===== config.mk =====
export PLATFORM = sky130hd
export DESIGN_NAME = vend_ctrl_param
export DESIGN_NICKNAME = d
export VERILOG_FILES = /design/src/rtl/vend_ctrl_param.sv
export SDC_FILE = /design/constraint.sdc
export NUM_CORES = 1
export LEC_CHECK = 0
export ABC_AREA = 1
export BUFFER_PORTS_ARGS = -buffer_cell sky130_fd_sc_hd__buf_2
export CORE_UTILIZATION = 30
export DETAILED_ROUTE_END_ITERATION = 6
export HOLD_SLACK_MARGIN = 0.03
export PLACE_DENSITY_LB_ADDON = 0.08
export SLEW_MARGIN = 20
export SYNTH_ARGS = -nofsm -noshare
export SYNTH_HDL_FRONTEND = slang
export SYNTH_SLANG_ARGS = --single-unit

===== constraint.sdc =====
create_clock -name clk -period 3.4 [get_ports clk]
set_clock_uncertainty 0.15 [all_clocks]
set_input_delay 0.68 -clock clk [delete_from_list [all_inputs] [get_ports clk]]
set_output_delay 0.68 -clock clk [all_outputs]
set_load 0.02 [all_outputs]

===== src/rtl/vend_ctrl_param.sv =====
// vend_ctrl_param: coin-operated vending controller with a configurable price.
// Accepts one coin per edge (quarter > dime > nickel), rejects extras and any
// coin offered while busy, delivers the product, then pays change as dimes
// while the dime tube has stock and nickels otherwise. All outputs are registered.
module vend_ctrl_param #(
  parameter int PRICE    = 5,
  parameter int CREDIT_W = 6
) (
  input  logic                clk,
  input  logic                rst,
  input  logic                n,
  input  logic                d,
  input  logic                q,
  input  logic                cancel,
  input  logic                dime_empty,
  output logic                del,
  output logic                rd,
  output logic                rn,
  output logic                coin_rej,
  output logic                busy,
  output logic [CREDIT_W-1:0] credit
);

  typedef enum logic [1:0] {
    ACCUM  = 2'd0,
    VEND   = 2'd1,
    CHANGE = 2'd2
  } state_t;

  localparam logic [CREDIT_W-1:0] ZERO_C  = {CREDIT_W{1'b0}};
  localparam logic [CREDIT_W-1:0] ONE_C   = CREDIT_W'(1);
  localparam logic [CREDIT_W-1:0] TWO_C   = CREDIT_W'(2);
  localparam logic [CREDIT_W-1:0] FIVE_C  = CREDIT_W'(5);
  localparam logic [CREDIT_W-1:0] PRICE_C = CREDIT_W'(PRICE);

  state_t              state_r;
  state_t              state_nxt_s;
  logic [CREDIT_W-1:0] credit_r;
  logic [CREDIT_W-1:0] credit_nxt_s;
  logic [CREDIT_W-1:0] change_r;
  logic [CREDIT_W-1:0] change_nxt_s;
  logic [CREDIT_W-1:0] coin_val_s;
  logic [CREDIT_W-1:0] sum_s;
  logic [CREDIT_W-1:0] dec_s;
  logic                any_coin_s;
  logic                multi_coin_s;
  logic                rej_nxt_s;
  logic                del_nxt_s;
  logic                rd_nxt_s;
  logic                rn_nxt_s;
  logic                busy_nxt_s;

  // Value of the single accepted coin, largest denomination wins.
  function automatic logic [CREDIT_W-1:0] coin_value(input logic cn, input logic cd,
                                                      input logic cq);
    logic [CREDIT_W-1:0] v;
    if (cq) begin
      v = FIVE_C;
    end else if (cd) begin
      v = TWO_C;
    end else if (cn) begin
      v = ONE_C;
    end else begin
      v = ZERO_C;
    end
    return v;
  endfunction

  // Coin decode: selected value, presence, and whether more than one coin arrived.
  always_comb begin
    coin_val_s   = coin_value(n, d, q);
    any_coin_s   = n | d | q;
    multi_coin_s = (n & d) | (n & q) | (d & q);
    sum_s        = credit_r + coin_val_s;
    // The step taken must match the coin actually being paid out this cycle.
    dec_s        = rd ? TWO_C : ONE_C;
  end

  // Next-state, credit/change update and coin rejection.
  always_comb begin
    state_nxt_s  = state_r;
    credit_nxt_s = credit_r;
    change_nxt_s = change_r;
    rej_nxt_s    = 1'b0;
    case (state_r)
      ACCUM: begin
        if (cancel && (credit_r != ZERO_C)) begin
          change_nxt_s = credit_r;
          credit_nxt_s = ZERO_C;
          state_nxt_s  = CHANGE;
          rej_nxt_s    = any_coin_s;
        end else if (any_coin_s) begin
          rej_nxt_s = multi_coin_s;
          if (sum_s >= PRICE_C) begin
            credit_nxt_s = ZERO_C;
            change_nxt_s = sum_s - PRICE_C;
            state_nxt_s  = VEND;
          end else begin
            credit_nxt_s = sum_s;
            state_nxt_s  = ACCUM;
          end
        end else begin
          state_nxt_s = ACCUM;
        end
      end
      VEND: begin
        rej_nxt_s = any_coin_s;
        if (change_r != ZERO_C) begin
          state_nxt_s = CHANGE;
        end else begin
          state_nxt_s = ACCUM;
        end
      end
      CHANGE: begin
        rej_nxt_s = any_coin_s;
        // Saturate at zero so a corrupted change value cannot wrap around.
        if (change_r > dec_s) begin
          change_nxt_s = change_r - dec_s;
          state_nxt_s  = CHANGE;
        end else begin
          change_nxt_s = ZERO_C;
          state_nxt_s  = ACCUM;
        end
      end
      default: begin
        state_nxt_s  = ACCUM;
        credit_nxt_s = ZERO_C;
        change_nxt_s = ZERO_C;
        rej_nxt_s    = 1'b0;
      end
    endcase
  end

  // Output decode for the coming cycle from the next state and remaining change.
  always_comb begin
    del_nxt_s  = (state_nxt_s == VEND);
    busy_nxt_s = (state_nxt_s != ACCUM);
    rd_nxt_s   = (state_nxt_s == CHANGE) && (change_nxt_s >= TWO_C) && !dime_empty;
    rn_nxt_s   = (state_nxt_s == CHANGE) && !rd_nxt_s;
  end

  // State, credit, change and registered outputs; reset discards any pending payout.
  always_ff @(posedge clk) begin
    if (rst) begin
      state_r  <= ACCUM;
      credit_r <= ZERO_C;
      change_r <= ZERO_C;
      del      <= 1'b0;
      rd       <= 1'b0;
      rn       <= 1'b0;
      coin_rej <= 1'b0;
      busy     <= 1'b0;
    end else begin
      state_r  <= state_nxt_s;
      credit_r <= credit_nxt_s;
      change_r <= change_nxt_s;
      del      <= del_nxt_s;
      rd       <= rd_nxt_s;
      rn       <= rn_nxt_s;
      coin_rej <= rej_nxt_s;
      busy     <= busy_nxt_s;
    end
  end

  assign credit = credit_r;

endmodule


# --- Word-level counts from Yosys, hierarchy flattened ---
# Cells that the tools add are included.
totals:
  reg_bits: 19
  out_inout_bits: 11
classes:
  add_sub_neg: 3
  magnitude_cmp: 3
  n_eq_ne: 5
  n_mux: 22
  bitwise: 8
  reduce_logical: 12
ops:
  columns: ["operator", "n"]
  rows:
  - ["2-to-1 mux 6 bit", 7]
  - ["case mux 6 bit (3 select lines)", 1]
  - ["2-to-1 mux 2 bit", 6]
  - ["case mux 6 bit (2 select lines)", 1]
  - ["nonzero test 6 bit", 2]
  - ["adder 6 bit", 1]
  - [">= comparator 6 x 2 -> 1 bit (second input constant)", 1]
  - [">= comparator 6 x 3 -> 1 bit (second input constant)", 1]
  - ["greater-than comparator 6 x 2 -> 1 bit", 1]
  - ["case mux 2 bit (3 select lines)", 1]
  - ["subtractor 6 x 2 -> 6 bit", 1]
  - ["subtractor 6 x 3 -> 6 bit (second input constant)", 1]
  - ["equality test 2 x 1 -> 1 bit (second input constant)", 2]
  - ["equality test 2 bit (second input constant)", 2]
  - ["logical AND 1 bit", 4]
  - ["2-to-1 mux 1 bit", 4]
  - ["bitwise OR 1 bit", 4]
  - ["bitwise AND 1 bit", 3]
  - ["2-to-1 mux 3 bit", 1]
  - ["inequality test 3 bit (second input constant)", 1]
  - ["logical NOT 1 bit", 2]
  - ["logical NOT 2 bit", 1]
  - ["case mux 1 bit (2 select lines)", 1]
  - ["AND reduction 2 bit", 1]
  - ["other kinds (3)", 3]

# --- Longest topological paths before layout ---
# Gate-level depths: netlist of the first run.
logic_depth:
  depth_word: 14
  ltp_mapped: 21

# --- Least setup slack after synthesis of the first run ---
# Ideal clock, no wire load.
synth_timing:
  path_kind: "input-to-reg"
  startpoint: "input port d"
  endpoint: "register rd"
  setup_time_ns: 0.124
  t_arrival_ns: 2.928
  required_time_ns: 3.126
  path_slack_ns: 0.198
  path_stages: 19
  path_buffers: 0
  cell_sequence: "inv_1 nor2_1 nor2_1 ha_1 fa_1 inv_1 ha_1 o21ai_2 nand3_2 nor2_4 nor2_4 nand2_1 nand3_2 nand2_2 nand2_1 nor2_2 nand2_2 nand2_1 nor2_1"
synth_via:
  elab_chain_cells: 11
  elab_cells_between_ends: 19
synth_rtl:
  columns: ["element", "line_no", "text"]
  rows:
  - ["from (decl)", "12", "input logic d,"]
  - ["2-to-1 mux 2 bit", "59", "end else if (cd) begin"]
  - ["2-to-1 mux 3 bit", "57", "if (cq) begin"]
  - ["adder 6 bit", "74", "sum_s = credit_r + coin_val_s;"]
  - ["subtractor 6 x 3 -> 6 bit or >= comparator 6 x 3 -> 1 bit (tied branches)", "96, 94", null]
  - ["2-to-1 mux 6 bit or 2-to-1 mux 1 bit (tied branches)", "94", "if (sum_s >= PRICE_C) begin"]
  - ["2-to-1 mux 6 bit or 2-to-1 mux 2 bit (tied branches)", "92", "end else if (any_coin_s) begin"]
  - ["2-to-1 mux 6 bit or 2-to-1 mux 2 bit (tied branches)", "87", "if (cancel && (credit_r != ZERO_C)) begin"]
  - ["case mux 6 bit (3 select lines) or case mux 2 bit (3 select lines) (tied branches)", "85", "case (state_r)"]
  - [">= comparator 6 x 2 -> 1 bit or equality test 2 bit (tied branches)", "138", "rd_nxt_s = (state_nxt_s == CHANGE) && (change_nxt_s >= TWO_C) && !dime_empty;"]
  - ["logical AND 1 bit * (2 in a row)", "138", null]
  - ["to (signal assigned)", "158", "rd <= rd_nxt_s;"]
  - ["to (decl)", "17", "output logic rd,"]
# Every way passes the cells marked *; elsewhere a longest branch is shown, timed or not.
# A chain may end at the register's enable or synchronous reset.

# --- Worst setup path in the final report of the first run ---
layout_timing:
  startpoint: "input port q"
  endpoint: "register rd"
layout_via:
  elab_chain_cells: 10
  elab_cells_between_ends: 17
layout_rtl:
  columns: ["element", "line_no", "text"]
  rows:
  - ["from (decl)", "13", "input logic q,"]
  - ["2-to-1 mux 3 bit", "57", null]
  - ["adder 6 bit", "74", null]
  - ["subtractor 6 x 3 -> 6 bit or >= comparator 6 x 3 -> 1 bit (tied branches)", "96, 94", null]
  - ["2-to-1 mux 6 bit or 2-to-1 mux 1 bit (tied branches)", "94", null]
  - ["2-to-1 mux 6 bit or 2-to-1 mux 2 bit (tied branches)", "92", null]
  - ["2-to-1 mux 6 bit or 2-to-1 mux 2 bit (tied branches)", "87", null]
  - ["case mux 6 bit (3 select lines) or case mux 2 bit (3 select lines) (tied branches)", "85", null]
  - [">= comparator 6 x 2 -> 1 bit or equality test 2 bit (tied branches)", "138", null]
  - ["logical AND 1 bit * (2 in a row)", "138", null]
# Marks and branches as above.

==> out/metrics.csv, run 1 <==
metric,value,unit
io-pin-count,18,
rows,25,
hp-class,register to register,
dr_wl_met2,1.75,mm
top_layer,met4,
cts_hold_buffers,0,
routed_wl,4.01,mm
critPathSlowestCell,fa_1,
postSynthAreaPerCell,6.83,sq um
syn_area,0.00156,sq mm
cts_sinks,19,
cts_made_buffers,3,
ant_nets,0,
die-width,74.2,um
root_buffer,clkbuf_8,
clk_pin_slew,80,ps
worstSetupPathType,input port to register,
dr_wl_met3,125,um
viasPerCell,4.54,
r2r_start,credit[0],
tightest_slew,575,ps
ctsLongestPathBuffers,2,
clk_latency,260,ps
drv_cap,0,
start_util,32.1,%
dieArea,0.00551,sq mm
async_flop_share,0,%
final-setup-viol-count,0,
drc,0,
cts_tree,yes,
synthMostInstantiatedCell,nand2_1,
p_leak,0.918,nW
grt_pass1_wl,7.00,mm
routabilityCongestion,0.814,
layout.nets,274,
rsz0062_at_grt,false,
synth_top_cell_by_area,dfxtp_1,
min_from,credit[5],
firstDrtPassIters,4,
via_count,1454,
post_cts_buffers,0,
relSlewSlack,61.7,%
synth_commonest_cells,"nand2_1 (48), inv_1 (29), nor2_1 (23)",
dpl_cell_area,0.00176,sq mm
slew_viol_final,0,
period_share,89.3,%
critPathMaxStageDelay,510,ps
grtUsageTotal,16.8,%
antenna_found_initial,0,
die_h,74.2,um
cts_max_level,1,
r2r-end,rd,
tns,0,ps
synth.distinct_cells,33,
grt_max_degree,13,
holdPathStages,2,
worstPathArrival,3040,ps
p_per_area,856,mW/mm^2
finalCriticalPeriod,3040,ps
cp-start-kind,input port,
area_growth,15.8,%
ys_ff_latch,19,
synth_edf_count,0,
layout.filler_cells,552,
synth_nets,249,
reg2reg_depth,17,
end_kind,register,
netlist.area_leader.share,24.3,%
wl_per_cell,12.5,um
drt_iter0_markers,93,
io_buffers,17,
peakVddDrop,0.427,mV
fmax,329,MHz
cts-resized-gates,0,
rrSetupSlack,640,ps
worst_slack,364,ps
pre_cts_ws,68.0,ps
drive_gt1_share,25.3,%
outcome,"complete, no violations",
final_area,0.00181,sq mm
synth_ff_type,dfxtp_1,
ys_seq_area_share,24.3,%
crit_fanout,4,
synthCells,229,
synthTopCellsByArea,"dfxtp_1 (24%), nand2_1 (12%), ha_1 (8.8%), inv_1 (7.0%), nor2_1 (5.5%)",
path_cells,buf_2 > nor2_1 > nor2_1 > ha_1 > fa_1 > inv_1 > ha_1 > o21ai_2 > nand3_2 > nor2_4 > nor2_4 > nand2_1 > nand3_1 > nand2_1 > nand2_1 > nor2_1 > nand2_2 > nand2_1 > nor2_1,
antenna_cells,0,
min_to,credit[5],
post-route-util,37.1,%
first_global_vias,1499,
hpwl,3.33,mm
hold_viol_final,0,
grt_overflow_total,0,
crit_required,3400,ps
drt-met1-wl,2.12,mm
design.core.area,0.00488,sq mm
ys.warnings.count,0,
==> layer usage <==
layer,up-vias,global-route usage [%]
li1,779,-
met1,657,23.6
met2,16,27.8
met3,2,2.98
met4,0,1.92
met5,-,0
==> logic make-up (layout without fill, tap and decap cells) <==
family,count (synthesis),after routing,share of synthesized area (%)
AND/OR/NAND/NOR,121,121,40.0
buffers and inverters,40,64,9.68
AO/OA/AOI/OAI,32,32,12.4
flip-flops,19,19,24.3
adder cells (fa/ha/maj),13,13,11.4
XOR/XNOR,4,4,2.24
==> through the flow <==
stage | hold slack, ps | instances | power (W)
detailed placement | 465 | 316 | 0.00139
CTS | 477 | 320 | 0.00156
floorplan | 430 | 229 | 0.00115
global placement | 471 | 316 | 0.00141
global route | 503 | 320 | 0.00175
finish | 466 | 320 | 0.00155
==> registers in the layout, summed over array words and instances, names as in the netlist <==
register / cells
coin_rej: 1
busy: 1
rd: 1
del: 1
state_r: 2
change_r: 6
rn: 1
credit: 6
==> report_power, final <==
group | total (W) | internal (W) | switching (W)
combinational | 0.00103 | 0.000379 | 0.000654
clock | 0.000165 | 0.0000827 | 0.0000823
sequential | 0.000353 | 0.000290 | 0.0000629
==> placed cells by master (no fill, tap or decap), drive strengths merged <==
cell type  Yosys  layout
nand2         59      59
inv           37      37
nor2          31      31
nand3         23      23
buf            1      22
dfxtp         19      19
a21oi         13      13
o21ai         12      12
ha            11      11
nor3           6       6
xor2           4       4
clkbuf         1       3
a211oi         2       2
fa             2       2
nand4          1       1
clkinv         1       1
o31ai          1       1
o22ai          1       1
nand3b         1       1
a22o           1       1
a22oi          1       1
a311oi         1       1
clkinvlp       0       1
==> how the worst max path moves through the flow <==
stage	start	end	slack, ps	cells past startpoint
2_1_floorplan	d	rd	200	19
3_3_place_gp	q	rd	120	19
3_5_place_dp	q	rd	70	19
4_1_cts	q	rd	350	19
5_1_grt	d	rd	90	20
6_report	q	rd	360	19
==> final cells by class <==
cell class                      instances  area [sq um]  area share, %
Sequential cell                        19           380           21.0
Clock inverter                          1          7.51          0.415
Timing Repair Buffer                   22           123           6.77
Inverter                               38           143           7.88
Clock buffer                            3          41.3           2.28
Multi-Input combinational cell        170          1030           57.0
Tap cell                               67          83.8           4.63
==> worst max-delay path: cells and delay by family <==
family	cells	cell delay (ps)
AOI/OAI and AO/OA	1	220
buffers and inverters	2	180
and+or+nand+nor	13	1020
adders and majority gates	3	940
Note: power is estimated with default switching activity, not from simulation.
==> run 2: changes to the inputs <==
--- a/config.mk
+++ b/config.mk
@@ -7,9 +7,11 @@
 export LEC_CHECK = 0
 export ABC_AREA = 1
 export BUFFER_PORTS_ARGS = -buffer_cell sky130_fd_sc_hd__buf_2
-export CORE_UTILIZATION = 30
+export CORE_UTILIZATION = 58
 export DETAILED_ROUTE_END_ITERATION = 6
+export GPL_ROUTABILITY_DRIVEN = 0
 export HOLD_SLACK_MARGIN = 0.03
+export MAX_ROUTING_LAYER = met4
 export PLACE_DENSITY_LB_ADDON = 0.08
 export SLEW_MARGIN = 20
 export SYNTH_ARGS = -nofsm -noshare
==> run 2 against run 1 <==
Against the previous run: final cell count fell by 12%; largest cell class unchanged; critical endpoint unchanged; utilization up 31 points; sequential cell count stayed put; clock-buffer cell count increased by 1; clock power decreased by 32%; non-clock buffer count fell by 2; combinational power about the same; hold slack lost 15 ps; first-iteration DRC count decreased by 83%; setup slack worse by 39 ps; critical path depth did not move; cell area is 4.6% lower.
==> out/metrics.csv, run 2 (same netlist as run 1, synthesis figures left out) <==
metric,value,unit,change
path_cells,buf_2 > nor2_1 > nor2_1 > ha_1 > fa_1 > inv_1 > ha_1 > o21ai_2 > nand3_2 > nor2_4 > nor2_4 > nand2_1 > nand3_2 > nand2_2 > nand2_1 > nor2_2 > nand2_2 > nand2_1 > nor2_1,,was buf_2 > nor2_1 > nor2_1 > ha_1 > fa_1 > inv_1 > ha_1 > o21ai_2 > nand3_2 > nor2_4 > nor2_4 > nand2_1 > nand3_1 > nand2_1 > nand2_1 > nor2_1 > nand2_2 > nand2_1 > nor2_1
drt-met1-wl,1.79,mm,was 2.12 mm
drive_gt1_share,24.3,%,was 25.3%
dr_wl_met2,1.48,mm,was 1.75 mm
die_h,53.9,um,was 74.2 um
cts_made_buffers,3,,unchanged
antenna_found_initial,0,,unchanged
grtUsageTotal,28.9,%,was 16.8%
p_leak,0.902,nW,was 0.918 nW
ant_nets,0,,unchanged
critPathMaxStageDelay,560,ps,was 510 ps
grt_overflow_total,0,,unchanged
rows,18,,was 25
via_count,1453,,was 1454
die-width,53.9,um,was 74.2 um
viasPerCell,5.17,,was 4.54
internal-power,0.000699,W,was 0.000751 W
io_buffers,17,,unchanged
hpwl,2.85,mm,was 3.33 mm
cts_max_level,1,,unchanged
layout.nets,272,,was 274
r2r-end,rd,,unchanged
combPwrFrac,68.7,%,was 66.6%
wl_per_cell,12.3,um,was 12.5 um
cts-resized-gates,0,,unchanged
netSwitchingPower,0.000768,W,was 0.000799 W
drc,0,,unchanged
finalCriticalPeriod,3080,ps,was 3040 ps
cts_sinks,19,,unchanged
final-setup-viol-count,0,,unchanged
rsz0062_at_grt,false,,unchanged
crit_fanout,4,,unchanged
tightest_slew,569,ps,was 575 ps
outcome,"complete, no violations",,unchanged
r2r_start,credit[0],,unchanged
tns,0,ps,unchanged
pwr-share-seq,23.6,%,was 22.8%
antenna_cells,0,,unchanged
swShare,52.3,%,was 51.5%
routed_wl,3.47,mm,was 4.01 mm
peakVddDrop,0.596,mV,was 0.427 mV
critPathSlowestCell,fa_1,,unchanged
io-pin-count,18,,unchanged
mostFrequentLayoutCells,"nand2_1 (48), inv_1 (29), nor2_1 (23)",,unchanged
reg2reg_depth,16,,was 17
first_global_vias,1332,,was 1499
top_layer,met4,,unchanged
rrSetupSlack,610,ps,was 640 ps
crit_start,q,,unchanged
period_share,90.5,%,was 89.3%
hp-class,register to register,,unchanged
grt_pass1_wl,5.78,mm,was 7.00 mm
cts_tree,yes,,unchanged
finalPower,0.00147,W,was 0.00155 W
clk_pin_slew,100,ps,was 80 ps
firstDrtPassIters,4,,unchanged
cts_hold_buffers,0,,unchanged
fmax,325,MHz,was 329 MHz
area_growth,10.4,%,was 15.8%
worstPathArrival,3130,ps,was 3040 ps
start_util,62.0,%,was 32.1%
crit_required,3450,ps,was 3400 ps
end_kind,register,,unchanged
drv_cap,0,,unchanged
root_buffer,clkbuf_4,,was clkbuf_8
clk_latency,300,ps,was 260 ps
post_cts_buffers,0,,unchanged
slew_viol_final,0,,unchanged
dieArea,0.00291,sq mm,was 0.00551 sq mm
dr_wl_met3,153,um,was 125 um
clkPwrFrac,7.7,%,was 10.6%
grt_max_degree,11,,was 13
relSlewSlack,62.1,%,was 61.7%
hold_viol_final,0,,unchanged
ctsLongestPathBuffers,2,,unchanged
design.core.area,0.00252,sq mm,was 0.00488 sq mm
final_common_cell,nand2_1,,unchanged
worstSetupPathType,input port to register,,unchanged
drt_iter0_markers,16,,was 93
p_per_area,850,mW/mm^2,was 856 mW/mm^2
crit_end,rd,,unchanged
cp-start-kind,input port,,unchanged
[run 2: changes by cell type in the layout (fill, tap and decap cells not counted), sizes merged]
cell,delta
buf,-2
clkbuf,+1
clkinvlp,-1
[run 2: power groups by stage]
stage / combinational, W / clock [W] / sequential [W]
floorplan: 0.000766 / 0 / 0.000380
global placement: 0.000998 / 0 / 0.000351
detailed placement: 0.000998 / 0 / 0.000352
CTS: 0.00101 / 0.000118 / 0.000347
global route: 0.00116 / 0.000126 / 0.000356
finish: 0.00101 / 0.000113 / 0.000346
[run 2: cell type report]
class | count | area, sq um
clock buffers | 4 | 26.3
well taps | 30 | 37.5
flip-flops and latches | 19 | 380
repair buffers | 20 | 108
inverters | 38 | 143
fillers | 255 | 796
multi-input cells | 170 | 1030
[run 2: worst min-delay path by stage]
stage           startpoint     endpoint  slack, ps  cells after the start
2_1_floorplan  change_r[0]  change_r[0]        430                      4
3_3_place_gp     credit[4]    credit[4]        430                      2
3_5_place_dp     credit[5]    credit[5]        430                      2
4_1_cts          credit[5]    credit[5]        450                      2
5_1_grt          credit[5]    credit[5]        470                      2
6_report         credit[5]    credit[5]        450                      2
[run 2: worst max-delay path: cells and delay by family]
kind / cells / cell delay, ps
simple gates: 13 / 1030
buf+inv: 2 / 200
fa+ha+maj: 3 / 980
compound gates: 1 / 220
[run 2: metal layers]
layer | up-vias | global-route usage, %
li1 | 779 | -
met1 | 638 | 39.5
met2 | 31 | 43.0
met3 | 5 | 5.37
met4 | 0 | 8.33
met5 | - | -
[run 2: stage by stage]
step           cell area, sq um  cells  hold slack [ps]  setup slack [ps]  util (%)
5_1_grt                    1730    281              475              95.6      68.5
2_1_floorplan              1560    229              430               198         -
3_5_place_dp               1700    277              433              11.0      67.4
3_3_place_gp               1700    277              425              82.7      67.4
6_report                   1730    281              451               324      68.5
4_1_cts                    1730    281              447               321      68.5
==> run 3: changes to the inputs <==
--- a/config.mk
+++ b/config.mk
@@ -8,11 +8,13 @@
 export ABC_AREA = 1
 export BUFFER_PORTS_ARGS = -buffer_cell sky130_fd_sc_hd__buf_2
 export CORE_UTILIZATION = 58
+export CTS_CLUSTER_SIZE = 30
 export DETAILED_ROUTE_END_ITERATION = 6
 export GPL_ROUTABILITY_DRIVEN = 0
 export HOLD_SLACK_MARGIN = 0.03
 export MAX_ROUTING_LAYER = met4
 export PLACE_DENSITY_LB_ADDON = 0.08
+export REMOVE_ABC_BUFFERS = 1
 export SLEW_MARGIN = 20
 export SYNTH_ARGS = -nofsm -noshare
 export SYNTH_HDL_FRONTEND = slang
==> run 3 against run 2 <==
Against the previous run: first-iteration DRC count up 140%; die area unchanged; highest routed layer unchanged; sequential share of layout area about the same; via count up 3.3%; critical path depth unchanged; global-route usage down 1.1 points; sequential cell count unchanged; clock power up 4%.
==> out/metrics.csv, run 3 (same netlist as run 1, synthesis figures left out) <==
metric,value,unit,change
outcome,"complete, no violations",,unchanged
reg2reg_depth,17,,was 16
peakVddDrop,0.672,mV,was 0.596 mV
combPwrFrac,68.6,%,was 68.7%
finalCriticalPeriod,3090,ps,was 3080 ps
pwr-share-seq,23.4,%,was 23.6%
area_growth,10.6,%,was 10.4%
period_share,90.8,%,was 90.5%
cp-start-kind,input port,,unchanged
end_kind,register,,unchanged
min_from,dime_empty,,was credit[5]
antenna_found_initial,0,,unchanged
hp-class,input port to register,,was register to register
p_leak,0.901,nW,was 0.902 nW
r2r_start,credit[0],,unchanged
clk_latency,300,ps,about the same
fmax,324,MHz,was 325 MHz
cts-resized-gates,0,,unchanged
viasPerCell,5.34,,was 5.17
min_to,rd,,was credit[5]
path_cells,buf_2 > nor2_1 > nor2_1 > ha_1 > fa_1 > inv_1 > ha_1 > o21ai_2 > nand3_2 > nor2_4 > nor2_4 > nand2_1 > nand3_2 > nand2_2 > nand2_1 > nor2_2 > nand2_2 > nand2_1 > nor2_1,,unchanged
root_buffer,clkbuf_4,,unchanged
hold_viol_final,0,,unchanged
grt_overflow_total,0,,unchanged
cts_hold_buffers,0,,unchanged
critPathMaxStageDelay,560,ps,about the same
die-width,53.9,um,unchanged
via_count,1501,,was 1453
grtUsageTotal,27.9,%,was 28.9%
crit_required,3460,ps,was 3450 ps
worst_hold_slack,479,ps,was 451 ps
critPathSlowestCell,fa_1,,unchanged
drive_gt1_share,24.7,%,was 24.3%
layout.filler_cells,225,,was 255
cts_sinks,19,,unchanged
netSwitchingPower,0.000783,W,was 0.000768 W
worstSetupPathType,input port to register,,unchanged
first_global_vias,1299,,was 1332
p_per_area,857,mW/mm^2,was 850 mW/mm^2
dieArea,0.00291,sq mm,unchanged
internal-power,0.000700,W,was 0.000699 W
finalPower,0.00148,W,was 0.00147 W
final_common_cell,nand2_1,,unchanged
wl_per_cell,12.5,um,was 12.3 um
start_util,62.0,%,unchanged
cts_tree,yes,,unchanged
slew_viol_final,0,,unchanged
post_cts_buffers,0,,unchanged
mostFrequentLayoutCells,"nand2_1 (48), inv_1 (29), nor2_1 (23)",,unchanged
crit_fanout,4,,unchanged
die_h,53.9,um,unchanged
rsz0062_at_grt,false,,unchanged
rrSetupSlack,600,ps,was 610 ps
hpwl,2.88,mm,was 2.85 mm
clk_pin_slew,110,ps,was 100 ps
grt_max_degree,13,,was 11
relSlewSlack,60.5,%,was 62.1%
worstPathArrival,3150,ps,was 3130 ps
grt_pass1_wl,5.57,mm,was 5.78 mm
final-setup-viol-count,0,,unchanged
design.core.area,0.00252,sq mm,unchanged
swShare,52.8,%,was 52.3%
io-pin-count,18,,unchanged
drc,0,,unchanged
layout.nets,272,,unchanged
holdPathStages,4,,was 2
drv_cap,0,,unchanged
drt_iter0_markers,38,,was 16
ant_nets,0,,unchanged
routed_wl,3.52,mm,was 3.47 mm
ctsLongestPathBuffers,2,,unchanged
cts_max_level,1,,unchanged
antenna_cells,0,,unchanged
firstDrtPassIters,4,,unchanged
r2r-end,rd,,unchanged
io_buffers,17,,unchanged
clkPwrFrac,7.9,%,was 7.7%
tightest_slew,593,ps,was 569 ps
rows,18,,unchanged
cts_made_buffers,3,,unchanged
run 3: final cells by class:
| class | instances | area, sq um | area share (%) |
|---|---|---|---|
| clock buffer | 3 | 22.5 | 1.30 |
| clock inverter | 1 | 7.51 | 0.434 |
| inverter | 38 | 143 | 8.24 |
| multi-input combinational | 170 | 1030 | 59.7 |
| sequential | 19 | 380 | 22.0 |
| tap | 30 | 37.5 | 2.17 |
| timing repair buffer | 20 | 108 | 6.22 |
run 3: through the flow:
stage	util, %	instance area [sq um]	setup TNS, ps	std cells	worst slack [ps]
after floorplan	-	1560	0	227	213
after global placement	67.4	1700	0	277	90.1
after detailed placement	67.4	1700	-34.5	277	-34.5
after CTS	68.6	1730	0	281	310
after global routing	68.6	1730	0	281	79.9
final	68.6	1730	0	281	311
run 3: critical path: cells and delay by family:
kind                     cells  cell delay [ps]
AO/OA/AOI/OAI                1              210
adder cells (fa/ha/maj)      3              980
buffers and inverters        2              200
AND/OR/NAND/NOR             13             1070
run 3: metal layers:
layer	vias to the layer above	track usage, %	wire length (um)
met4	0	7.89	54
li1	781	-	-
met1	675	38.5	1800
met5	-	-	0
met3	8	5.65	168
met2	37	40.5	1490
run 3: how the worst max path moves through the flow:
stage | start | to | slack, ps | depth (start not counted)
after floorplan | d | rd | 210 | 19
after global placement | q | rd | 90 | 19
after detailed placement | q | rd | -30 | 19
after CTS | q | rd | 310 | 19
after global routing | q | rd | 80 | 19
final | q | rd | 310 | 19
run 3: power groups by stage:
stage / clock [W] / combinational [W] / sequential [W]
floorplan: 0 / 0.000765 / 0.000380
global placement: 0 / 0.00100 / 0.000350
detailed placement: 0 / 0.00101 / 0.000351
CTS: 0.000121 / 0.00101 / 0.000346
global route: 0.000131 / 0.00115 / 0.000356
finish: 0.000118 / 0.00102 / 0.000348
